--- src/rtl/probe_mux_rr.sv ---
// probe_mux_rr: round-robin merge of NUM_PORTS child probe streams onto one registered up-link word.
// Locked multi-word messages are compiled in when PROBE_MUX_LOCK_EN is defined.
module probe_mux_rr #(
    parameter int NUM_PORTS = 4,
    parameter int WIDTH     = 32,
    localparam int IDXW     = (NUM_PORTS > 2) ? $clog2(NUM_PORTS) : 1
) (
    input  logic                       UCLK,
    input  logic                       URST,
    input  logic [NUM_PORTS*WIDTH-1:0] DATAUP_IN,
    input  logic [NUM_PORTS-1:0]       DATAVALID_IN,
    input  logic [NUM_PORTS-1:0]       DELAY_IN,
    input  logic [NUM_PORTS-1:0]       LOCK_IN,
    output logic [NUM_PORTS-1:0]       ACK_OUT,
    output logic [WIDTH-1:0]           DATAUP,
    output logic                       DATAVALID,
    output logic [IDXW-1:0]            SRC,
    output logic                       DELAY,
    input  logic                       ACK
);

    localparam logic [IDXW:0] NP  = NUM_PORTS[IDXW:0];
    localparam logic [IDXW:0] ONE = {{IDXW{1'b0}}, 1'b1};

    logic                   r_dv;
    logic [WIDTH-1:0]       r_data;
    logic [IDXW-1:0]        r_src;
    logic [IDXW-1:0]        r_ptr;
    logic                   r_locked;
    logic [IDXW-1:0]        r_lock_port;

    logic                   w_adv;
    logic                   w_any;
    logic                   w_lock_hit;
    logic [NUM_PORTS-1:0]   w_lock_oh;
    logic [NUM_PORTS-1:0]   w_elig;
    logic [NUM_PORTS-1:0]   w_gnt_oh;
    logic [2*NUM_PORTS-1:0] w_rot2;
    logic [IDXW-1:0]        w_off;
    logic [IDXW:0]          w_sum;
    logic [IDXW:0]          w_sum_wr;
    logic [IDXW-1:0]        w_gnt;
    logic [IDXW:0]          w_inc;
    logic [IDXW-1:0]        w_gnt_inc;
    logic [WIDTH-1:0]       w_word;

    // Reset gates the advance so no child sees an acknowledge while the mux is held in reset.
    assign w_adv     = ~URST & (ACK | ~r_dv);
    assign w_lock_oh = NUM_PORTS'(1) << r_lock_port;
    assign w_elig    = r_locked ? (DATAVALID_IN & w_lock_oh) : DATAVALID_IN;
    assign w_any     = |w_elig;

    // Rotating by P puts the highest-priority port at bit 0; the lowest set bit is the offset.
    assign w_rot2 = {w_elig, w_elig} >> r_ptr;

    always_comb begin
        w_off = '0;
        for (int k = NUM_PORTS - 1; k >= 0; k--) begin
            if (w_rot2[k]) w_off = IDXW'(k);
        end
    end

    assign w_sum     = {1'b0, r_ptr} + {1'b0, w_off};
    assign w_sum_wr  = (w_sum >= NP) ? (w_sum - NP) : w_sum;
    assign w_gnt     = w_sum_wr[IDXW-1:0];
    assign w_inc     = {1'b0, w_gnt} + ONE;
    assign w_gnt_inc = (w_inc == NP) ? '0 : w_inc[IDXW-1:0];
    assign w_gnt_oh  = NUM_PORTS'(1) << w_gnt;

    always_comb begin
        w_word = '0;
        for (int k = 0; k < NUM_PORTS; k++) begin
            if (w_gnt == IDXW'(k)) w_word = DATAUP_IN[k*WIDTH +: WIDTH];
        end
    end

`ifdef PROBE_MUX_LOCK_EN
    assign w_lock_hit = |(LOCK_IN & w_gnt_oh);
`else
    logic w_unused_lock;
    assign w_unused_lock = ^LOCK_IN;
    assign w_lock_hit    = 1'b0;
`endif

    assign ACK_OUT = (w_adv & w_any) ? w_gnt_oh : '0;

    always_ff @(posedge UCLK or posedge URST) begin
        if (URST) begin
            r_dv        <= 1'b0;
            r_data      <= '0;
            r_src       <= '0;
            r_ptr       <= '0;
            r_locked    <= 1'b0;
            r_lock_port <= '0;
        end else if (w_adv) begin
            if (w_any) begin
                r_dv   <= 1'b1;
                r_data <= w_word;
                r_src  <= w_gnt;
                // Mid-message words keep P still; the closing word moves P past the locked port.
                if (!r_locked || !w_lock_hit) r_ptr <= w_gnt_inc;
`ifdef PROBE_MUX_LOCK_EN
                r_locked <= w_lock_hit;
                if (w_lock_hit) r_lock_port <= w_gnt;
`endif
            end else begin
                r_dv <= 1'b0;
            end
        end
    end

    assign DATAUP    = r_data;
    assign DATAVALID = r_dv;
    assign SRC       = r_src;
    assign DELAY     = |DELAY_IN | r_dv;

endmodule
--- config.mk ---
export PLATFORM = sky130hd
export DESIGN_NAME = probe_mux_rr
export DESIGN_NICKNAME = d
export VERILOG_FILES = /design/src/rtl/probe_mux_rr.sv
export SDC_FILE = /design/constraint.sdc
export NUM_CORES = 1
export LEC_CHECK = 0
export ABC_AREA = 1
export CAP_MARGIN = 30
export CORE_ASPECT_RATIO = 0.9
export CORE_MARGIN = 1
export CORE_UTILIZATION = 28
export CTS_CLUSTER_SIZE = 14
export DETAILED_ROUTE_END_ITERATION = 7
export GPL_TIMING_DRIVEN = 0
export PLACE_DENSITY = 0.69
export SETUP_SLACK_MARGIN = 0.3
export SLEW_MARGIN = 10
export SYNTH_ARGS = -nofsm -noshare
export SYNTH_HDL_FRONTEND = slang
export SYNTH_SLANG_ARGS = --single-unit
--- constraint.sdc ---
create_clock -name UCLK -period 2.9 [get_ports UCLK]
set_input_delay 0.58 -clock UCLK [delete_from_list [all_inputs] [get_ports UCLK]]
set_output_delay 0.58 -clock UCLK [all_outputs]
set_load 0.005 [all_outputs]
==> implementation parameters <==
Parameter                              Value

Min path
  Cell count of the worst hold path ... 2
  Worst Hold End ... SRC[0]$_DFFE_PP0P_
  Source of the worst hold timing path ... SRC[0]$_DFFE_PP0P_
  Worst min path class ... reg2reg

STA
  Minimum setup slack in the final design ... -196 ps
  Relative slew slack ... 0.657
  Setup repair after global routing missed its margin ... yes
  Setup TNS ... -1540 ps
  Highest clock rate ... approximately 320 MHz
  Post-route minimum period ... just over 3000 ps
  Ratio of final minimum period to clock period ... 1.07
  Final setup fails ... 24
  Final-report max-slew violation count ... 0
  Hold Worst Slack ... 500 ps
  Total count of hold-check failures in the final report ... 0
  Worst clock skew on the final layout ... approximately 13 ps
  Actual slew at the worst max-slew pin ... around 510 ps

Floorplan
  X dimension of the die ... ~100 um
  Chip height ... approximately 95 um
  Starting utilization of the core area ... 0.290
  Full die area ... between 9000 and 10000 um2
  Std-Cell Core Area ... 9170 um2
  Top-level I/O count ... approximately 180
  Placement Rows ... 33

Worst setup path
  Critical path peak fanout ... 4
  Startpoint of the worst register-to-register path ... r_ptr[0]$_DFFE_PP0P_
  Critical Path Start Type ... primary input
  FF-to-FF setup slack ... -40 ps
  Data arrival at the endpoint of the critical path ... ~2500 ps
  Type of element capturing the critical path ... output pin
  Required time at the endpoint of the critical path ... between 2000 and 2500 ps
  Reg2Reg Depth ... 21
  Critical register-to-register path endpoint ... DATAUP[28]$_DFFE_PP0P_
  Crit Path Category ... in2out

Synthesis
  Number of warning messages in the yosys log ... 3
  Area fraction of the dominant cell type after synthesis ... 0.348
  Average cell area after synthesis ... approximately 7.4 um2
  Post-synth design cell area ... approximately 2700 um2
  Mapped Nets ... a little over 500
  Most area-hungry cell type in the Yosys netlist ... sky130_fd_sc_hd__dfrtp_1
  Largest cells by area after synthesis ... sky130_fd_sc_hd__dfrtp_1, sky130_fd_sc_hd__a21oi_1, sky130_fd_sc_hd__o211ai_1
  Portion of the post-synthesis area used by sequential elements ... 0.348
  Number of distinct library cell variants in the gate-level netlist after synthesis ... 24
  #FFs+latches synth ... 37
  Gate count after technology mapping ... 360

Cells and area
  Area growth from synthesis to layout ... 94.6%
  Share of cells above drive strength 1 ... 0.249
  Fillers ... about 830
  Antenna Diode Count ... 0
  Post-route cell area ... 5180 um2
  Final Net Count ... roughly 720
  Final cell count without fillers ... between 600 and 700
  Final standard cell utilization of the core ... 0.565
  Commonest cells after routing, fill and taps aside ... sky130_fd_sc_hd__clkdlybuf4s50_1, sky130_fd_sc_hd__a21oi_1, sky130_fd_sc_hd__nand2_1
  Leading cell type in the layout, fill and taps excluded ... sky130_fd_sc_hd__clkdlybuf4s50_1

Pwr
  Fraction of power consumed by combinational cells ... 0.843
  PwrDens ... 1630 nW/um2
  Total Power Consumption ... roughly 8.4 mW
  Clock power share ... 0.042
  Sequential share of power ... 0.115
  Net switching power of the design ... a little under 4 mW
  Worst vdd ir ... 0.000690 V
  Fraction of power spent switching nets ... 0.462
  Leakage dissipation ... 2.17 nW
  Pint ... 4.54 mW

Place
  Post-placement worst setup slack ... -1080 ps
  Global placement routability congestion ... 0.828
  Number of instances in the placed design ... about 660
  Half-perimeter wire length after detailed placement ... ~8 mm
  Post-detailed-placement cell area ... roughly 4700 um2
  Port Buf Inserts ... around 180

GRT
  Maximum number of pins on one net before global-route repair ... 29
  First-pass GRT wire length ... between 15 and 20 mm
  Via count of the first global-routing pass ... 3411
  Remaining global-route overflow ... 0
  Combined global-route utilization of all metal layers ... 0.226
  Number of antenna violations at the first check in global routing ... 0

CTS
  Number of buffers inserted for hold repair after clock tree synthesis ... 0
  Depth of the CTS H-tree ... 2
  Clk slew on worst S/H paths ... approximately 80 ps
  Root buffer selected by CTS ... sky130_fd_sc_hd__clkbuf_8
  Number of buffers created by CTS ... 5
  Clock buffer depth ... 2
  Clk Latency, worst-skew pair ... 290 ps
  Clock sinks ... 37
  Clock tree from TritonCTS ... built

Routing
  Via count ... roughly 3400
  First drt pass iteration count ... 4
  DRC Markers ... 0
  Count of routing violations after the opening detailed-route iteration ... ~110
  Wire length per cell ... roughly 16 um
  Wire length after detailed routing ... roughly 11 mm
  Antenna violation net count after detailed routing ... 0
  Vias per Instance ... around 4.9

Flow run
  Max-capacitance violation count ... 0

Outcome
  Violated checks ... setup timing
  Result of the run ... complete, but fails checks
[repair_timing]
action | 4_1_cts | 5_1_grt
buffers inserted | 21 | 0
gates resized for setup | 64 | 3
gates cloned | 3 | 0
endpoints found under the setup margin | 36 | 36
pin swaps | 34 | 0
[metal layers]
layer,GRT usage,vias up,part of all wire,routed length (um)
li1,-,1650,-,-
met1,0.272,1596,0.42,4740
met2,0.423,129,0.51,5750
met3,0.0462,2,0.069,784
met4,0.0340,0,0.0022,25
met5,0,-,0,0
[critical path, cell delays in order]
cell and delay [ps]:
sky130_fd_sc_hd__clkdlybuf4s15_1 260, sky130_fd_sc_hd__nand2_2 130, sky130_fd_sc_hd__nand3_2 70, sky130_fd_sc_hd__nand2_2 80
sky130_fd_sc_hd__nand3_2 80, sky130_fd_sc_hd__a21boi_2 130, sky130_fd_sc_hd__ha_2 330, sky130_fd_sc_hd__inv_1 230
sky130_fd_sc_hd__ha_4 180, sky130_fd_sc_hd__buf_6 110, sky130_fd_sc_hd__inv_8 30, sky130_fd_sc_hd__buf_8 110
sky130_fd_sc_hd__nor2_1 100, sky130_fd_sc_hd__buf_2 120
[cell type report]
cell class,instances,area (um2),area share
Inverter,13,71.3,0.0138
Sequential cell,37,928,0.179
Clock buffer,6,72.6,0.0140
Tap cell,122,153,0.0295
Buffer,29,270,0.0521
Clock inverter,1,5.00,0.000966
Timing Repair Buffer,203,2050,0.395
Multi-Input combinational cell,281,1640,0.316
[worst max path at each step]
stage	startpoint	end	slack, ps	cells after the start
6_report	DATAVALID_IN[3]	ACK_OUT[2]	-200	14
3_3_place_gp	DATAVALID_IN[2]	ACK_OUT[1]	-1010	17
5_1_grt	r_ptr[0]$_DFFE_PP0P_	ACK_OUT[1]	-340	17
2_1_floorplan	DATAVALID_IN[0]	ACK_OUT[1]	240	16
4_1_cts	r_ptr[0]$_DFFE_PP0P_	ACK_OUT[3]	-150	17
3_5_place_dp	DATAVALID_IN[2]	ACK_OUT[1]	-1080	17
[Yosys cell counts]
library cell / number
sky130_fd_sc_hd__and2_4: 1
sky130_fd_sc_hd__inv_1: 8
sky130_fd_sc_hd__o21ai_1: 2
sky130_fd_sc_hd__nand3_1: 9
sky130_fd_sc_hd__buf_2: 12
sky130_fd_sc_hd__a21boi_0: 1
sky130_fd_sc_hd__buf_4: 5
sky130_fd_sc_hd__buf_6: 2
sky130_fd_sc_hd__ha_1: 5
sky130_fd_sc_hd__nor2_8: 1
sky130_fd_sc_hd__o211ai_1: 32
sky130_fd_sc_hd__nor2_2: 1
sky130_fd_sc_hd__nand2_1: 55
sky130_fd_sc_hd__o21ai_0: 2
sky130_fd_sc_hd__nand3_2: 1
sky130_fd_sc_hd__inv_2: 5
sky130_fd_sc_hd__clkbuf_1: 7
sky130_fd_sc_hd__dfrtp_1: 37
sky130_fd_sc_hd__a21oi_1: 96
sky130_fd_sc_hd__nor4_1: 1
sky130_fd_sc_hd__nor2_1: 39
sky130_fd_sc_hd__buf_12: 3
sky130_fd_sc_hd__xor2_1: 1
sky130_fd_sc_hd__nand2_2: 34
[power groups by stage]
stage | Clock [mW] | Sequential, mW | Combinational, mW
global placement | 0 | 0.969 | 5.55
CTS | 0.370 | 0.966 | 7.10
global route | 0.391 | 0.998 | 7.67
finish | 0.351 | 0.969 | 7.11
detailed placement | 0 | 0.973 | 5.65
floorplan | 0 | 0.975 | 3.85
[state kept, by name (all words and copies together), names as in the netlist]
signal	flops
DATAVALID	1
DATAUP	32
r_ptr	2
SRC	2
[cell families (layout without fill, tap and decap cells)]
logic type,Yosys count,after routing,synth area share
adder cells (fa/ha/maj),5,5,0.0235
AO/OA/AOI/OAI,133,133,0.281
XOR/XNOR,1,1,0.00329
AND/OR/NAND/NOR,142,142,0.249
flip-flops,37,37,0.348
buffers and inverters,42,252,0.0959
Note: power is estimated with default switching activity, not from simulation.
==> patch 1 (same flow settings) <==
Add a define of `PROBE_MUX_LOCK_EN`.
--- a/src/rtl/probe_mux_rr.sv
+++ b/src/rtl/probe_mux_rr.sv
@@ -1,5 +1,7 @@
 // probe_mux_rr: round-robin merge of NUM_PORTS child probe streams onto one registered up-link word.
 // Locked multi-word messages are compiled in when PROBE_MUX_LOCK_EN is defined.
+`define PROBE_MUX_LOCK_EN
+
 module probe_mux_rr #(
     parameter int NUM_PORTS = 4,
     parameter int WIDTH     = 32,
Formal check against the unedited RTL: same outputs for any inputs over 10 cycles, from zero or initial values and one cycle with URST high; that may be too few to reach the edited logic, so the function may still have changed.
==> patch 1 against the unedited design <==
The run still ends with setup timing left. Sequential share of layout area about the same. Sequential cell count up 3. Area after synthesis up 10%. Via count up 12%. Setup slack worse by 0.019 ns. Worst hold slack worse by 0.021 ns. Register-to-register slack worse by 0.09 ns. Total power up 5.1%. Final area up 8.4%. Routed wire length up 4.0%. Critical endpoint unchanged.
==> patch 1: results (changes against the unedited design) <==
- Yosys top cell area share: 34.2% (was 34.8%)
- 1st-pass router iterations: 5 (was 4)
- CP Max Fanout: 5 (was 4)
- Status: finished with violations (unchanged)
- Ratio of cells with drive above 1 in the final layout: 17.7% (was 24.9%)
- Max IR drop VDD: 0.787 mV (was 0.690 mV)
- P_leak: 2.54 nW (was 2.17 nW)
- TNS Setup: -1.32 ns (was -1.54 ns)
- Worst setup margin: -0.214 ns (was -0.196 ns)
- Dominant cells by area after synthesis: dfrtp_1 34%, nand2_1 25%, nand3_1 8.4% (was dfrtp_1 35%, a21oi_1 18%, o211ai_1 9.0%)
- Final setup viols: 20 (was 24)
- CP Data Arrival Time: 2.53 ns (was 2.52 ns)
- Synth cell count leaders: 193 x nand2_1, 49 x nand3_1, 49 x nor2_1 (was 96 x a21oi_1, 55 x nand2_1, 39 x nor2_1)
- Failing checks: setup timing (unchanged)
- Synthesis Warnings: 0 (was 3)
- Gpl congestion: 0.796 (was 0.828)
- DR WL/cell: 14.6 µm (was 16.3 µm)
- Hpwl dp: 8.77 mm (was 8.00 mm)
- Tot GR Track Use: 21.8% (was 22.6%)
- Largest net degree at the start of global routing: 30 (was 29)
- Clock Skew: 0.00526 ns (was 0.0129 ns)
- # fillers: 1002 (was 831)
- Slew Limit Headroom: 59.7% (was 65.7%)
- DR iter-0 viols: 139 (was 109)
- Reg clk slew, reported paths: 0.06 ns (was 0.08 ns)
- Multi-input logic area: 1980 µm² (was 1640 µm²)
- Total Routed Length: 11.7 mm (was 11.3 mm)
- Syn nets: 607 (was 508)
- Final #Nets: 822 (was 718)
- Synth unique cells: 27 (was 24)
## patch 1: cell types whose count changed in the layout (fill, tap and decap cells not counted), moves of 6 or more
cell and change:
clkbuf_16 +6, a21o_1 +11, o211ai_1 -32, nand3_1 +41
nor3_1 +13, nand2_2 -22, nand2_1 +138, a21oi_1 -86
clkbuf_1 +7, nor2_1 +9, o21ai_1 +10, a21oi_2 +7
## patch 1: per-layer routing
metal	GRT usage (%)	wire, µm
met1	26.5	5010
met2	38.7	5700
met3	5.36	889
met4	4.51	136
met5	0	0
## patch 1: critical path: stages (launching register included)
cell and delay, ns:
dfrtp_1 0.42, o21ai_2 0.24, nand3_2 0.13, buf_4 0.15, nand2_1 0.05, nand2_1 0.07, nand2_2 0.09, nor2_4 0.04
ha_4 0.17, xnor2_4 0.17, nand3_4 0.13, nand2_8 0.10, ha_4 0.17, inv_8 0.03, buf_8 0.11, nor2_4 0.07
buf_6 0.11
## patch 1: cells by family (layout without fill, tap and decap cells)
| family | Yosys count | after routing | share of synthesized area [%] |
|---|---|---|---|
| xor gates and xnor gates | 1 | 1 | 0.299 |
| and+or+nand+nor | 328 | 328 | 48.8 |
| DFF | 40 | 40 | 34.2 |
| adders and majority gates | 2 | 2 | 0.854 |
| AOI/OAI and AO/OA | 50 | 50 | 9.52 |
| buffers and inverters | 41 | 257 | 6.40 |
## patch 1: where the power goes
group | internal [mW] | total [mW] | switching (mW)
clock network | 0.343 | 0.555 | 0.212
registers | 0.848 | 1.03 | 0.180
logic | 3.29 | 7.28 | 3.99
## patch 1: path summary, 6_finish.rpt
kind | cells after the start | slack [ns] | from | endpoint
hold reg to reg | 2 | 0.48 | DATAUP[16] | DATAUP[16]
max in group asynchronous | 3 | 1.84 | URST | DATAUP[6]
hold / removal | 2 | 0.48 | DATAUP[16] | DATAUP[16]
setup reg to reg | 23 | -0.13 | r_lock_port[1] | r_ptr[1]
min in group asynchronous | 2 | 0.60 | URST | DATAVALID
setup / recovery | 16 | -0.21 | r_lock_port[1] | ACK_OUT[2]
## patch 1: repair_timing
| item | in CTS | in global routing |
|---|---|---|
| endpoints found under the setup margin | 41 | 41 |
| pin swaps | 17 | 22 |
| gates resized for setup | 70 | 21 |
| setup buffers | 18 | 5 |
| cloned | 1 | 1 |
## patch 1: metrics by stage
stage	util, %	power (mW)	setup slack (ns)
after floorplan	-	4.99	0.237
after global placement	49.1	6.74	-0.999
after detailed placement	49.3	6.86	-1.05
after CTS	53.7	8.54	-0.227
after global routing	55.1	9.71	-0.327
final	55.1	8.86	-0.214
## patch 1: cell type report
cell class	count	area share, %
flip-flops and latches	40	17.9
multi-input cells	381	35.3
inverters	14	1.18
well taps	129	2.87
clock buffers	8	2.61
plain buffers	27	3.88
repair buffers	208	36.3
==> patch 2 (same flow settings) <==
Made on the original files. Reset style: synchronous (`URST`), changed in one clocked block.
--- a/src/rtl/probe_mux_rr.sv
+++ b/src/rtl/probe_mux_rr.sv
@@ -84,7 +84,7 @@
 
     assign ACK_OUT = (w_adv & w_any) ? w_gnt_oh : '0;
 
-    always_ff @(posedge UCLK or posedge URST) begin
+    always_ff @(posedge UCLK) begin
         if (URST) begin
             r_dv        <= 1'b0;
             r_data      <= '0;
Check against the original RTL: differs if URST is asserted again (counterexample within 4 cycles, from zero or initial values and one cycle with URST high); with URST held inactive, the same outputs for 10 cycles.
==> patch 2 against the unedited design <==
The flow still finishes with violations (setup timing). Routed wire length rose by 1.8%. Area after synthesis fell by 8.2%. First-iteration DRC count rose by 81%. Final area fell by 1.7%. Sequential cell count unchanged. Setup slack got worse by 0.014 ns. Cell count increased by 4.5%. Critical path depth up 10. Count of clock-buffer cells in the layout stayed put. Highest routed layer unchanged.
Power is not compared: it rests on default switching activity, and its combinational part moved more than twofold at a synthesized area within 25%.
==> patch 2: results (changes against the unedited design) <==
- Worst setup margin: -0.209 ns (was -0.196 ns)
- Tot GR Track Use: 24.6% (was 22.6%)
- # fillers: 773 (was 831)
- Failing checks: setup timing (unchanged)
- RR Startpoint: r_ptr[0] (unchanged)
- HP Start: DATAUP[4] (was SRC[0])
- Mean area per synthesized cell: 6.22 µm² (was 7.40 µm²)
- Hpwl dp: 8.08 mm (was 8.00 mm)
- Synth cell count leaders: 115 x nand2_1, 73 x a21oi_1, 44 x o21ai_1 (was 96 x a21oi_1, 55 x nand2_1, 39 x nor2_1)
- Dominant cells by area after synthesis: dfxtp_1 30%, nand2_1 18%, a21oi_1 15% (was dfrtp_1 35%, a21oi_1 18%, o211ai_1 9.0%)
- Worst hold endpoint: DATAUP[4] (was SRC[0])
- Post-synthesis sequential area ratio: 30.3% (was 34.8%)
- P_leak: 2.18 nW
- TNS Setup: -5.01 ns (was -1.54 ns)
- Cells after DPL: 686 (was 661)
- Final setup viols: 36 (was 24)
- Non-clk invs: 14 (was 13)
- Status: finished with violations (unchanged)
- Dpl ws: -1.14 ns (was -1.08 ns)
- Slew Limit Headroom: 62.6% (was 65.7%)
- Crit path launch: DATAVALID_IN[2] (was DATAVALID_IN[3])
- Clock-cell share: 1.62% (was 1.50%)
- DR WL met3: 885 µm (was 784 µm)
- Post-Layout Cell Count: 723 (was 692)
- Clock Skew: 0.00949 ns (was 0.0129 ns)
- Slowest stage delay, CP: 0.20 ns (was 0.33 ns)
- Fraction of area in registers: 14.7% (was 17.9%)
- Syn nets: 541 (was 508)
- CP Max Fanout: 8 (was 4)
- M2 GR Usage: 44.5% (was 42.3%)
- DR iter-0 viols: 197 (was 109)
- CTS H-tree depth: 2 (unchanged)
- Non-clock buffers: 238 (was 232)
- Largest net degree at the start of global routing: 12 (was 29)
- Post-synth ARST share: 0% (was 100%)
- R2r endpoint: DATAUP[29] (was DATAUP[28])
- Top FF cell, synth: dfxtp_1 (was dfrtp_1)
- Ratio of cells with drive above 1 in the final layout: 23.5% (was 24.9%)
- DR WL met2: 5.66 mm (was 5.75 mm)
- Vias in the first global route: 3532 (was 3411)
- Total setup buffers inserted after CTS: 20 (was 21)
- GR met3 Demand/Resource: 6.42% (was 4.62%)
- Via count: 3564 (was 3377)
- WL met1: 4.83 mm (was 4.74 mm)
- R2R cell count: 25 (was 21)
- Mapped Area: 2440 µm² (was 2660 µm²)
- GR met1 Demand/Resource: 29.3% (was 27.2%)
- First-pass GRT wire length: 17.7 mm (was 17.5 mm)
- CP Capture Point: DATAUP[29] (was ACK_OUT[2])
- Synth unique cells: 23 (was 24)
- DR WL/cell: 15.9 µm (was 16.3 µm)
- Buffering overhead: 44.9% (was 44.7%)
- Post-CTS Resized: 98 (was 64)
- Placed inst area: 4460 µm² (was 4740 µm²)
- Final #Nets: 755 (was 718)
- Synthesis Warnings: 0 (was 3)
- Comb_multi_in: 311 (was 281)
- Count leader, synth: nand2_1 (was a21oi_1)
- Multi-input logic area: 1760 µm² (was 1640 µm²)
- Area growth syn-to-layout: 108% (was 94.6%)
-- patch 2: cell count changes in the layout (fill, tap and decap cells not counted), moves of 31 or more --
cell,change
dfrtp_1,-35
a21oi_1,-35
dfxtp_1,+35
nand3_1,+31
nand2_1,+37
o21ai_1,+50
-- patch 2: worst max-delay path: cells and delay by family --
kind / cells / cell delay (ns)
simple gates: 9 / 0.88
xor+xnor: 1 / 0.15
buf+inv: 8 / 0.92
compound gates: 4 / 0.43
fa+ha+maj: 2 / 0.36
-- patch 2: cells by family after synthesis --
group / Yosys count / share of synthesized area [%]
XOR/XNOR: 1 / 0.358
buffers and inverters: 45 / 9.31
adder cells (fa/ha/maj): 5 / 2.56
AND/OR/NAND/NOR: 168 / 28.8
flip-flops: 37 / 30.3
AO/OA/AOI/OAI: 137 / 28.7
-- patch 2: report_power, final --
part	switching [mW]	total (mW)	leakage (nW)	internal [mW]
combinational	1.57	3.32	1.83	1.75
clock	0.189	0.356	0.0450	0.167
sequential	0.140	0.880	0.309	0.740
